==> src/rtl/rob_writeback_arbiter_if.sv <==
// -----------------------------------------------------------------------------
// rob_writeback_arbiter_if
// Bundles the requester-side handshake, the flush input and the three ROB
// writeback ports of rob_writeback_arbiter.
//   master : functional units + ROB side (drives requests and flush)
//   slave  : the arbiter (returns req_ready, wbN_* and busy)
// Packed request buses: requester i at [i*VREG_W +: VREG_W] / [i*DATA_W +: DATA_W].
// -----------------------------------------------------------------------------
interface rob_writeback_arbiter_if #(
  parameter int NUM_REQ = 4,
  parameter int VREG_W  = 5,
  parameter int DATA_W  = 32
);
  logic                      flush;
  logic [NUM_REQ-1:0]        req_valid;
  logic [NUM_REQ*VREG_W-1:0] req_vregid;
  logic [NUM_REQ*DATA_W-1:0] req_val;
  logic [NUM_REQ-1:0]        req_ready;
  logic                      wb1_en;
  logic [VREG_W-1:0]         wb1_vregid;
  logic [DATA_W-1:0]         wb1_val;
  logic                      wb2_en;
  logic [VREG_W-1:0]         wb2_vregid;
  logic [DATA_W-1:0]         wb2_val;
  logic                      wb3_en;
  logic [VREG_W-1:0]         wb3_vregid;
  logic [DATA_W-1:0]         wb3_val;
  logic                      busy;

  modport master (
    output flush, req_valid, req_vregid, req_val,
    input  req_ready,
    input  wb1_en, wb1_vregid, wb1_val,
    input  wb2_en, wb2_vregid, wb2_val,
    input  wb3_en, wb3_vregid, wb3_val,
    input  busy
  );

  modport slave (
    input  flush, req_valid, req_vregid, req_val,
    output req_ready,
    output wb1_en, wb1_vregid, wb1_val,
    output wb2_en, wb2_vregid, wb2_val,
    output wb3_en, wb3_vregid, wb3_val,
    output busy
  );
endinterface

==> src/rtl/rob_writeback_arbiter.sv <==
// -----------------------------------------------------------------------------
// rob_writeback_arbiter
// Shares the ROB's three result-writeback ports among NUM_REQ functional units.
// Each requester owns a one-entry holding slot. Every cycle up to three full
// slots are granted in round-robin order starting at rr_ptr and are written to
// the registered wb1/wb2/wb3 ports. flush empties every slot and suppresses
// the writebacks of that edge.
// Ports:
//   clk   : clock, rising edge
//   rst_n : asynchronous active-low reset
//   bus   : slave side of rob_writeback_arbiter_if
//           flush, req_valid/req_vregid/req_val in; req_ready (combinational),
//           wbN_en/wbN_vregid/wbN_val (registered), busy (OR of slot state) out
// -----------------------------------------------------------------------------
module rob_writeback_arbiter #(
  parameter int NUM_REQ = 4,
  parameter int VREG_W  = 5,
  parameter int DATA_W  = 32
) (
  input  logic                    clk,
  input  logic                    rst_n,
  rob_writeback_arbiter_if.slave  bus
);

  localparam int PTR_W  = (NUM_REQ > 1) ? $clog2(NUM_REQ) : 1;
  localparam int NUM_WB = 3;

  // Slot storage
  logic [NUM_REQ-1:0] full_r;
  logic [VREG_W-1:0]  vregid_r [NUM_REQ];
  logic [DATA_W-1:0]  val_r    [NUM_REQ];
  logic [PTR_W-1:0]   rr_ptr_r;

  // Registered writeback ports
  logic [NUM_WB-1:0]  wb_en_r;
  logic [VREG_W-1:0]  wb_vregid_r [NUM_WB];
  logic [DATA_W-1:0]  wb_val_r    [NUM_WB];

  // Arbitration results
  logic [NUM_REQ-1:0] grant_s;
  logic [PTR_W-1:0]   sel_s [NUM_WB];
  logic [1:0]         grant_cnt_s;
  logic [PTR_W-1:0]   rr_ptr_nxt_s;
  logic [PTR_W-1:0]   scan_idx_s;
  int                 scan_pos_s;
  logic [NUM_REQ-1:0] ready_s;
  logic [NUM_REQ-1:0] load_s;

  // Round-robin scan from rr_ptr: the first three full slots get ports 1..3 in
  // scan order; the pointer moves just past the last granted slot.
  always_comb begin
    grant_s      = '0;
    grant_cnt_s  = 2'd0;
    rr_ptr_nxt_s = rr_ptr_r;
    scan_idx_s   = '0;
    scan_pos_s   = 0;
    for (int p = 0; p < NUM_WB; p++) begin
      sel_s[p] = '0;
    end
    for (int k = 0; k < NUM_REQ; k++) begin
      scan_pos_s = int'(rr_ptr_r) + k;
      if (scan_pos_s >= NUM_REQ) begin
        scan_pos_s = scan_pos_s - NUM_REQ;
      end else begin
        scan_pos_s = scan_pos_s;
      end
      scan_idx_s = PTR_W'(scan_pos_s);
      if (full_r[scan_idx_s] && (grant_cnt_s != 2'd3)) begin
        grant_s[scan_idx_s] = 1'b1;
        for (int p = 0; p < NUM_WB; p++) begin
          if (grant_cnt_s == 2'(p)) begin
            sel_s[p] = scan_idx_s;
          end else begin
            sel_s[p] = sel_s[p];
          end
        end
        grant_cnt_s = grant_cnt_s + 2'd1;
        if (scan_pos_s == NUM_REQ - 1) begin
          rr_ptr_nxt_s = '0;
        end else begin
          rr_ptr_nxt_s = PTR_W'(scan_pos_s + 1);
        end
      end else begin
        grant_cnt_s = grant_cnt_s;
      end
    end
  end

  // A granted slot empties at this edge, so it can take a new result at once.
  assign ready_s       = {NUM_REQ{~bus.flush}} & (~full_r | grant_s);
  assign load_s        = bus.req_valid & ready_s;
  assign bus.req_ready = ready_s;
  assign bus.busy      = |full_r;

  // Slot fill/drain; flush drops every pending result.
  always_ff @(posedge clk or negedge rst_n) begin
    if (!rst_n) begin
      full_r <= '0;
      for (int i = 0; i < NUM_REQ; i++) begin
        vregid_r[i] <= '0;
        val_r[i]    <= '0;
      end
    end else if (bus.flush) begin
      full_r <= '0;
    end else begin
      for (int i = 0; i < NUM_REQ; i++) begin
        if (load_s[i]) begin
          full_r[i]   <= 1'b1;
          vregid_r[i] <= bus.req_vregid[i*VREG_W +: VREG_W];
          val_r[i]    <= bus.req_val[i*DATA_W +: DATA_W];
        end else if (grant_s[i]) begin
          full_r[i] <= 1'b0;
        end
      end
    end
  end

  // Round-robin pointer; held across flush and idle cycles.
  always_ff @(posedge clk or negedge rst_n) begin
    if (!rst_n) begin
      rr_ptr_r <= '0;
    end else if (bus.flush) begin
      rr_ptr_r <= rr_ptr_r;
    end else begin
      rr_ptr_r <= rr_ptr_nxt_s;
    end
  end

  // Writeback registers; unused ports keep their last index/value.
  always_ff @(posedge clk or negedge rst_n) begin
    if (!rst_n) begin
      wb_en_r <= '0;
      for (int p = 0; p < NUM_WB; p++) begin
        wb_vregid_r[p] <= '0;
        wb_val_r[p]    <= '0;
      end
    end else if (bus.flush) begin
      wb_en_r <= '0;
    end else begin
      for (int p = 0; p < NUM_WB; p++) begin
        if (2'(p) < grant_cnt_s) begin
          wb_en_r[p]     <= 1'b1;
          wb_vregid_r[p] <= vregid_r[sel_s[p]];
          wb_val_r[p]    <= val_r[sel_s[p]];
        end else begin
          wb_en_r[p] <= 1'b0;
        end
      end
    end
  end

  assign bus.wb1_en     = wb_en_r[0];
  assign bus.wb1_vregid = wb_vregid_r[0];
  assign bus.wb1_val    = wb_val_r[0];
  assign bus.wb2_en     = wb_en_r[1];
  assign bus.wb2_vregid = wb_vregid_r[1];
  assign bus.wb2_val    = wb_val_r[1];
  assign bus.wb3_en     = wb_en_r[2];
  assign bus.wb3_vregid = wb_vregid_r[2];
  assign bus.wb3_val    = wb_val_r[2];

endmodule

==> src/flat_wrapper.sv <==
// flat-port wrapper written by rule: the top's interface ports become plain ports
module rob_writeback_arbiter_flat 
#(
  parameter int NUM_REQ = 4,
  parameter int VREG_W  = 5,
  parameter int DATA_W  = 32
)
  (clk, rst_n, bus_flush, bus_req_valid, bus_req_vregid, bus_req_val, bus_req_ready, bus_wb1_en, bus_wb1_vregid, bus_wb1_val, bus_wb2_en, bus_wb2_vregid, bus_wb2_val, bus_wb3_en, bus_wb3_vregid, bus_wb3_val, bus_busy);
  rob_writeback_arbiter_if #(.NUM_REQ(NUM_REQ), .VREG_W(VREG_W), .DATA_W(DATA_W)) bus_i ();
  input  logic clk;
  input  logic rst_n;
  input wire logic [$bits(bus_i.flush)-1:0] bus_flush;
  input wire logic [$bits(bus_i.req_valid)-1:0] bus_req_valid;
  input wire logic [$bits(bus_i.req_vregid)-1:0] bus_req_vregid;
  input wire logic [$bits(bus_i.req_val)-1:0] bus_req_val;
  output wire logic [$bits(bus_i.req_ready)-1:0] bus_req_ready;
  output wire logic [$bits(bus_i.wb1_en)-1:0] bus_wb1_en;
  output wire logic [$bits(bus_i.wb1_vregid)-1:0] bus_wb1_vregid;
  output wire logic [$bits(bus_i.wb1_val)-1:0] bus_wb1_val;
  output wire logic [$bits(bus_i.wb2_en)-1:0] bus_wb2_en;
  output wire logic [$bits(bus_i.wb2_vregid)-1:0] bus_wb2_vregid;
  output wire logic [$bits(bus_i.wb2_val)-1:0] bus_wb2_val;
  output wire logic [$bits(bus_i.wb3_en)-1:0] bus_wb3_en;
  output wire logic [$bits(bus_i.wb3_vregid)-1:0] bus_wb3_vregid;
  output wire logic [$bits(bus_i.wb3_val)-1:0] bus_wb3_val;
  output wire logic [$bits(bus_i.busy)-1:0] bus_busy;
  assign bus_i.flush = bus_flush;
  assign bus_i.req_valid = bus_req_valid;
  assign bus_i.req_vregid = bus_req_vregid;
  assign bus_i.req_val = bus_req_val;
  assign bus_req_ready = bus_i.req_ready;
  assign bus_wb1_en = bus_i.wb1_en;
  assign bus_wb1_vregid = bus_i.wb1_vregid;
  assign bus_wb1_val = bus_i.wb1_val;
  assign bus_wb2_en = bus_i.wb2_en;
  assign bus_wb2_vregid = bus_i.wb2_vregid;
  assign bus_wb2_val = bus_i.wb2_val;
  assign bus_wb3_en = bus_i.wb3_en;
  assign bus_wb3_vregid = bus_i.wb3_vregid;
  assign bus_wb3_val = bus_i.wb3_val;
  assign bus_busy = bus_i.busy;
  rob_writeback_arbiter #(.NUM_REQ(NUM_REQ), .VREG_W(VREG_W), .DATA_W(DATA_W)) u_core (.clk(clk), .rst_n(rst_n), .bus(bus_i));
endmodule
==> config.mk <==
export PLATFORM = sky130hd
export DESIGN_NAME = rob_writeback_arbiter_flat
export DESIGN_NICKNAME = d
export VERILOG_FILES = /design/src/rtl/rob_writeback_arbiter_if.sv /design/src/rtl/rob_writeback_arbiter.sv /design/src/flat_wrapper.sv
export SDC_FILE = /design/constraint.sdc
export NUM_CORES = 1
export LEC_CHECK = 0
export ABC_AREA = 1
export ABC_CLOCK_PERIOD_IN_PS = 5500
export CAP_MARGIN = 20
export CORE_MARGIN = 3
export CORE_UTILIZATION = 54
export DETAILED_ROUTE_END_ITERATION = 16
export PLACE_DENSITY = 0.81
export SKIP_LAST_GASP = 1
export SLEW_MARGIN = 20
export SYNTH_ARGS = -nofsm -noshare
export SYNTH_HDL_FRONTEND = slang
export SYNTH_SLANG_ARGS = --single-unit
==> constraint.sdc <==
create_clock -name clk -period 5.5 [get_ports clk]
set_input_delay 1.65 -clock clk [delete_from_list [all_inputs] [get_ports clk]]
set_output_delay 1.65 -clock clk [all_outputs]
set_load 0.005 [all_outputs]
# Word level (Yosys, flattened, before mapping)
# Cells that the tools add are included.
[word_totals]
mem_bits_rw = 0
inputBits = 155
rom_bits = 0
n_memories = 0
latch_bits = 0
regBits = 268
[classes]
addsub = 14
multipliers = 0
n_bitwise = 11
n_eq_ne = 13
n_lt_le_gt_ge = 18
div = 0
reduce_logical = 24
muxes = 80
shift = 0
[ops]
columns = ["op", "count"]
rows = [
  ["2-to-1 mux 32 bit", 10],
  ["binary-select mux 32 bit (select 2 bit)", 3],
  ["== test 32 x 3 -> 1 bit, second input constant", 4],
  ["greater-or-equal comparator 32 x 4 -> 1 bit, second input constant", 3],
  ["subtractor 32 x 4 -> 32 bit, second input constant", 3],
  ["2-to-1 mux 2 bit", 20],
  ["binary-select mux 5 bit (select 2 bit)", 3],
  ["2-to-1 mux 5 bit", 6],
  ["2-to-1 mux 6 bit", 4],
  ["2-to-1 mux 1 bit", 20],
  ["2-to-1 mux 4 bit", 5],
  ["bitwise OR 4 bit", 4],
  ["AND reduction 2 bit", 8],
  ["< comparator 2 x 3 -> 1 bit, second input constant", 4],
  ["nonzero test 3 bit", 4],
  ["greater-or-equal comparator 3 bit, second input constant", 3],
  ["NOT 2 -> 3 bit", 3],
  ["adder 2 bit, second input constant", 4],
  ["AND 4 bit", 2],
  ["binary-select mux 1 bit (select 2 bit)", 4],
  ["demux 1 bit (select 2 bit)", 4],
  ["greater-or-equal comparator 2 x 1 -> 1 bit, second input constant", 4],
  ["logical AND 1 bit", 7],
  ["adder 2 x 2 -> 3 bit, second input constant", 2],
  ["19 further kinds", 26],
]

# Depth between registers and ports, before layout
# Gate-level depths: netlist of run 1.
[logic_depth]
word_depth = 19
ltp_mapped = 27

# Least setup slack after synthesis of run 1
# OpenSTA, ideal clock, no wires.
[synth_path]
path_type = "register -> output"
start = "register u_core.rr_ptr_r[0]"
end = "output port bus_req_ready[1]"
n_path_buf = 1
t_arrival_ps = 2794
required_ps = 3850
setup_slack_ps = 1056
stages_incl_launch_ff = 19
path_cell_list = "dfrtp_1 > buf_6 > inv_6 > ha_1 > inv_2 > nand3_1 > nand2_2 > ha_1 > inv_1 > nand2_1 > nand2_2 > inv_1 > ha_1 > inv_1 > nand3_4 > inv_4 > nand2_1 > o2111ai_1 > and2_1"
[synth_between]
elab_chain_cells = 16
word_cells_on_any_way = 63
[synth_rtl]
columns = ["item", "line_no", "source"]
rows = [
  ["from (decl)", "rob_writeback_arbiter.sv:32", "logic [PTR_W-1:0] rr_ptr_r;"],
  ["from (signal assigned)", "rob_writeback_arbiter.sv:123", "rr_ptr_r <= rr_ptr_r;"],
  ["from (signal assigned)", "rob_writeback_arbiter.sv:125", "rr_ptr_r <= rr_ptr_nxt_s;"],
  ["branches (longest 13 deep; another with subtractor 32 x 4 -> 32 bit)", "--", ""],
  ["2-to-1 mux 4 bit (*)", "rob_writeback_arbiter.sv:68", "if (full_r[scan_idx_s] && (grant_cnt_s != 2'd3)) begin"],
  ["bitwise OR 4 bit (*)", "rob_writeback_arbiter.sv:90", "assign ready_s = {NUM_REQ{~bus.flush}} & (~full_r | grant_s);"],
  ["AND 4 bit (*)", "rob_writeback_arbiter.sv:90", ""],
  ["to (decl)", "flat_wrapper.sv:16", "output wire logic [$bits(bus_i.req_ready)-1:0] bus_req_ready;"],
]
# Mark *: on every way between the ends. The select of a mux whose other input is x is not followed.

# Worst setup path after layout of run 1
[layout_path]
start = "register u_core.rr_ptr_r[0]"
end = "output port bus_req_ready[2]"
# Same word-level chain as after synthesis.

==> flow_metrics.env, run 1 <==
export IMPL_post_drt_wl_per_cell_um=18.8
export IMPL_grt_pass1_vias=16554
export IMPL_period_share_pct=95.8
export IMPL_rr_worst_depth=23
export IMPL_timing_critical_path_mode_cell="inv_1"
export IMPL_synth_top_area_share_pct=43.2
export IMPL_synthTopCellsByArea="dfrtp_1 43%, nand2_1 23%, nand3_1 12%, inv_1 7.7%, o21ai_0 3.2%"
export IMPL_clk_pin_slew_ns=0.06
export IMPL_syn_area_sq_um=15500
export IMPL_ant_nets=0
export IMPL_syn_area_per_cell_sq_um=6.77
export IMPL_placementRows=61
export IMPL_skew_ns=0.0141
export IMPL_synth_xor_area_share_pct=0.105
export IMPL_cts_buffer_depth=3
export IMPL_drt_initial_drc_count=2423
export IMPL_gp_congestion=0.870
export IMPL_critPathArrivalTime_ns=3.62
export IMPL_worstMarginPinSlew_ns=1.06
export IMPL_ys_types=34
export IMPL_insertion_delay_ns=0.57
export IMPL_grt_max_degree=128
export IMPL_synth_top_cell_by_area="dfrtp_1"
export IMPL_syn_instance_count=2292
export IMPL_h_tree_depth=1
export IMPL_nNetsFinal=2659
export IMPL_dp_hpwl_um=32300
export IMPL_layout_drive_gt1_share_pct=5.69
export IMPL_start_kind="flop"
export IMPL_ys_seq_elements=268
export IMPL_dr_total_vias=16403
export IMPL_synth_compound_area_share_pct=5.90
export IMPL_routed_wl_um=54200
export IMPL_critPathRequiredTime_ns=3.85
export IMPL_synth_adder_area_share_pct=1.29
export IMPL_final_setup_viol_count=0
export IMPL_core_area_sq_um=28100
export IMPL_crit_chain="inv_6 -> ha_4 -> inv_2 -> nand3_2 -> nand2_4 -> ha_4 -> inv_1 -> nand2_1 -> nand2_2 -> inv_1 -> ha_1 -> inv_1 -> nand3_4 -> inv_4 -> nand2_1 -> o2111ai_1 -> and2_1 -> clkdlybuf4s50_1"
export IMPL_crit_slowest_cell="clkdlybuf4s50_1"
export IMPL_first_pass_iters=6
export IMPL_rsz0062_at_grt="false"
export IMPL_min_path_cells=2
export IMPL_yosys_warnings=0
export IMPL_dieArea_sq_um=30800
export IMPL_max_slew_margin_pct=29.3
export IMPL_syn_to_final_growth_pct=26.0
export IMPL_grt_overflow_total=0
export IMPL_critPathKind="flop to output pin"
export IMPL_clock_fmax_mhz=190
export IMPL_grt_pass1_wl_um=86800
export IMPL_slowest_delay_ns=0.49
export IMPL_status="complete, no violations"
export IMPL_synth_top_family_by_area="simple AND/OR/NAND/NOR gates"
export IMPL_port_buffer_count=273
export IMPL_synthMuxAreaShare_pct=0
export IMPL_drcViolationCount=0
export IMPL_synth_simple_area_share_pct=36.6
export IMPL_die_y_um=176
export IMPL_die_x_um=176
export IMPL_start_util_pct=55.3
export IMPL_fillers=2331
export IMPL_seq_area_frac_synth_pct=43.2
export IMPL_cts_hold_buf=0
export IMPL_whs_ns=0.475
export IMPL_synth_net_count=2463
export IMPL_numCtsBuffers=30
export IMPL_grt_use_total_pct=35.1
export IMPL_hp_class="flop to flop"
export IMPL_antenna_found_initial=0
export IMPL_period_minus_slack_ns=5.27
export IMPL_cts_tree="done"
export IMPL_cts_root_buf="clkbuf_16"
export IMPL_fin_setup_tns_ns=0
export IMPL_slew_violations=0
export IMPL_clock_sinks=268
export IMPL_end_kind="output pin"
export IMPL_ioPinCount=274
export IMPL_n_antenna_cell=0
export IMPL_via_per_inst=5.68
export IMPL_drv_cap=0
export IMPL_hold_viol=0
export IMPL_cp_max_fo=12
[placed cells by master, fill, tap and decap left out, drive strengths merged]
master | netlist | layout
bufinv | 0 | 6
nor2 | 9 | 9
clkdlybuf4s50 | 0 | 272
xor2 | 1 | 1
clkinv | 0 | 11
buf | 116 | 35
ha | 16 | 16
nand4 | 2 | 2
o2111ai | 4 | 4
and2 | 4 | 4
clkbuf | 27 | 37
o31ai | 1 | 1
dfrtp | 268 | 268
a21oi | 11 | 11
o21ai | 157 | 157
o21a | 1 | 1
inv | 331 | 332
nand2 | 950 | 950
nor3 | 1 | 1
o22ai | 1 | 1
nand3 | 392 | 392
clkinvlp | 0 | 1
[critical path, delay by kind of cell (launching register included)]
family          cells  cell delay (ns)
fa+ha+maj           3             0.65
compound gates      1             0.12
flops               1             0.44
buf+inv             7             1.09
simple gates        7             0.76
[repair_timing]
action | 4_1_cts | 5_1_grt
hold endpoints to repair | 0 | 0
resized for setup | 5 | 7
endpoints found under the setup margin | 4 | 4
setup buffers | 1 | 6
pin swaps | 1 | 2
[logic make-up after synthesis]
kind of cell	after synthesis
fa+ha+maj	16
compound gates	175
simple gates	1358
buf+inv	474
xor+xnor	1
flops	268
[stage by stage]
step / std cells / util, % / setup WS, ns / cell area (sq um)
after global routing: 2890 / 69.6 / 0.00909 / 19500
after global placement: 2827 / 65.4 / 0.405 / 18400
after floorplan: 2292 / - / 1.06 / 15500
after CTS: 2884 / 69.3 / 0.0497 / 19500
final: 2890 / 69.6 / 0.232 / 19500
after detailed placement: 2827 / 65.4 / 0.347 / 18400
[flip-flops by register name (all words and copies together) (netlist names)]
name,count
u_core.bus.wb2_val,32
u_core.bus.wb1_val,32
u_core.vregid_r,20
u_core.bus.wb3_val,32
u_core.wb_en_r,3
u_core.val_r,128
u_core.bus.wb2_vregid,5
u_core.bus.wb3_vregid,5
u_core.full_r,4
u_core.rr_ptr_r,2
u_core.bus.wb1_vregid,5
[worst paths after layout]
check / startpoint / endpoint / slack, ns
max reg2reg: u_core.rr_ptr_r[0]$_DFFE_PN0P_ / u_core.bus.wb2_val[15]$_DFFE_PN0P_ / 1.25
min in group asynchronous: rst_n / u_core.bus.wb3_val[13]$_DFFE_PN0P_ / 1.18
max in group asynchronous: rst_n / u_core.wb_en_r[0]$_DFF_PN0_ / 3.20
min: u_core.bus.wb3_val[14]$_DFFE_PN0P_ / u_core.bus.wb3_val[14]$_DFFE_PN0P_ / 0.48
max: u_core.rr_ptr_r[0]$_DFFE_PN0P_ / bus_req_ready[2] / 0.23
min reg2reg: u_core.bus.wb3_val[14]$_DFFE_PN0P_ / u_core.bus.wb3_val[14]$_DFFE_PN0P_ / 0.48
[routing by layer]
metal | global-route usage (%) | up-vias | part of all wire, %
met5 | 0 | - | 0
met4 | 15.8 | 0 | 4.7
met2 | 57.7 | 1114 | 46
met1 | 45.2 | 7603 | 38
met3 | 6.70 | 232 | 11
li1 | - | 7454 | -
[Yosys cell counts]
master,count
and2_1,4
xor2_2,1
o21a_1,1
dfrtp_1,268
nor2_4,1
nand3_4,1
buf_4,24
inv_2,9
nor3_2,1
a21oi_1,10
buf_6,3
o21ai_2,1
inv_4,1
o21ai_1,57
buf_1,6
clkbuf_2,2
nand3_1,387
nand4_1,2
nand2_2,7
o2111ai_1,4
o21ai_0,98
a21oi_2,1
buf_2,83
o22ai_1,1
inv_1,320
o21ai_4,1
inv_6,1
nor2_2,3
nand3_2,4
nand2_1,943
clkbuf_1,25
ha_1,16
nor2_1,5
o31ai_1,1
[final cells by class]
cell class,instances,area [sq um],area share [%]
Multi-Input combinational cell,1550,6990,35.8
Sequential cell,268,6710,34.3
Timing Repair Buffer,307,3040,15.5
Inverter,331,1250,6.39
Clock buffer,37,828,4.24
Tap cell,378,473,2.42
Clock inverter,19,258,1.32
Power of run 1 is not shown: default switching activity piles up to over one toggle a cycle in this logic, so the estimate is an artifact.
==> run 2, diff against run 1 <==
--- a/config.mk
+++ b/config.mk
@@ -7,11 +7,12 @@
 export LEC_CHECK = 0
 export ABC_AREA = 1
 export ABC_CLOCK_PERIOD_IN_PS = 5500
-export CAP_MARGIN = 20
+export CAP_MARGIN = 30
 export CORE_MARGIN = 3
 export CORE_UTILIZATION = 54
 export DETAILED_ROUTE_END_ITERATION = 16
-export PLACE_DENSITY = 0.81
+export DONT_BUFFER_PORTS = 1
+export PLACE_DENSITY = 0.68
 export SKIP_LAST_GASP = 1
 export SLEW_MARGIN = 20
 export SYNTH_ARGS = -nofsm -noshare
==> run 2 against run 1 <==
Worst setup slack improved by 0.076 ns; wire length shrank 6.6%; utilization fell by 10 points; via count down 10%; sequential share of layout area increased by 6.1 points; clock skew up 0.013 ns; final cell count down 9.9%; final area is 15% lower; register-to-register slack about the same; global-route usage fell by 3.0 points.
==> flow_metrics.env, run 2 (synthesis results as in run 1) <==
export IMPL_status="complete, no violations"
export IMPL_grt_pass1_wl_um=79200
export IMPL_numCtsBuffers=29
export IMPL_final_cell_mix="936 x nand2_1, 381 x nand3_1, 319 x inv_1"
export IMPL_first_pass_iters=6
export IMPL_cts_buffer_depth=3
export IMPL_worstMarginPinSlew_ns=1.01
export IMPL_start_util_pct=55.3
export IMPL_n_antenna_cell=0
export IMPL_largest_reg_flops=128
export IMPL_start_kind="flop"
export IMPL_max_slew_margin_pct=32.3
export IMPL_clock_sinks=268
export IMPL_port_buffer_count=0
export IMPL_skew_ns=0.0269
export IMPL_antenna_found_initial=0
export IMPL_via_per_inst=5.64
export IMPL_insertion_delay_ns=0.56
export IMPL_hold_viol=0
export IMPL_layout_cells_non_filler=2605
export IMPL_final_setup_viol_count=0
export IMPL_die_y_um=176
export IMPL_ioPinCount=274
export IMPL_drt_initial_drc_count=1542
export IMPL_period_share_pct=94.4
export IMPL_hp_class="flop to flop"
export IMPL_nNetsFinal=2379
export IMPL_ff2ff_setup_slack_ns=1.24
export IMPL_syn_to_final_growth_pct=6.97
export IMPL_cts_tree="done"
export IMPL_routed_wl_um=50600
export IMPL_drv_cap=0
export IMPL_core_area_sq_um=28100
export IMPL_rsz0062_at_grt="false"
export IMPL_clk_pin_slew_ns=0.06
export IMPL_critPathKind="flop to output pin"
export IMPL_dr_total_vias=14686
export IMPL_dp_hpwl_um=31400
export IMPL_layout_drive_gt1_share_pct=5.39
export IMPL_period_minus_slack_ns=5.19
export IMPL_post_drt_wl_per_cell_um=19.4
export IMPL_dp_cells=2555
export IMPL_largest_register="u_core.val_r"
export IMPL_whs_ns=0.484
export IMPL_cts_root_buf="clkbuf_16"
export IMPL_critPathArrivalTime_ns=3.54
export IMPL_fillers=2737
export IMPL_grt_use_total_pct=32.0
export IMPL_grt_overflow_total=0
export IMPL_gp_congestion=0.877
export IMPL_dieArea_sq_um=30800
export IMPL_drcViolationCount=0
export IMPL_die_x_um=176
export IMPL_fin_setup_tns_ns=0
export IMPL_end_kind="output pin"
export IMPL_final_common_cell="nand2_1"
export IMPL_slew_violations=0
export IMPL_grt_max_degree=269
export IMPL_ant_nets=0
export IMPL_cp_max_fo=10
export IMPL_grt_pass1_vias=14150
export IMPL_clock_fmax_mhz=193
export IMPL_h_tree_depth=1
export IMPL_critPathRequiredTime_ns=3.85
export IMPL_placementRows=61
==> run 2: final timing paths <==
path | start | endpoint | cells after the start
max | u_core.rr_ptr_r[1]$_DFFE_PN0P_ | bus_req_ready[0] | 17
max in group asynchronous | rst_n | u_core.bus.wb1_val[0]$_DFFE_PN0P_ | 0
min in group asynchronous | rst_n | u_core.bus.wb3_val[12]$_DFFE_PN0P_ | 0
min | u_core.val_r[74]$_DFFE_PN0P_ | u_core.val_r[74]$_DFFE_PN0P_ | 2
max reg2reg | u_core.rr_ptr_r[1]$_DFFE_PN0P_ | u_core.bus.wb2_vregid[4]$_DFFE_PN0P_ | 23
min reg2reg | u_core.val_r[74]$_DFFE_PN0P_ | u_core.val_r[74]$_DFFE_PN0P_ | 2
==> run 2: final cells by class <==
class	instances	area [sq um]	share of cell area, %
multi-input combinational	1550	6970	42.0
clock buffer	40	787	4.74
clock inverter	10	156	0.942
tap	378	473	2.85
sequential	268	6710	40.4
inverter	331	1250	7.53
timing repair buffer	28	259	1.56
==> run 2: critical path: stages (launching register included) <==
cell	delay (ns)
dfrtp_2	0.46
inv_2	0.16
ha_4	0.25
inv_2	0.11
nand3_1	0.12
nand2_2	0.18
ha_1	0.29
inv_1	0.09
nand2_1	0.07
nand2_2	0.13
inv_1	0.08
ha_1	0.20
inv_1	0.10
nand3_4	0.17
inv_4	0.14
nand2_1	0.06
o2111ai_1	0.19
and2_1	0.22
==> run 2: repair_timing <==
action	in CTS	in global routing
setup buffers	0	0
hold buffers	0	0
resized for setup	0	5
setup endpoints to repair	0	4
==> run 2: routing by layer <==
layer	vias to the layer above	track usage (%)	part of all wire, %
met5	-	0	0
met4	0	10.6	3.2
met3	101	6.64	9.7
met2	821	48.6	44
met1	6872	46.2	43
li1	6892	-	-
==> run 2: metrics by stage <==
step	cell area [sq um]	utilization [%]	worst slack, ns
6_report	16600	59.1	0.309
4_1_cts	16600	59.0	0.0147
3_5_place_dp	15600	55.7	0.598
2_1_floorplan	15500	-	1.06
5_1_grt	16600	59.1	0.00232
3_3_place_gp	15600	55.6	0.684
Power of run 2 is left out for the same reason.
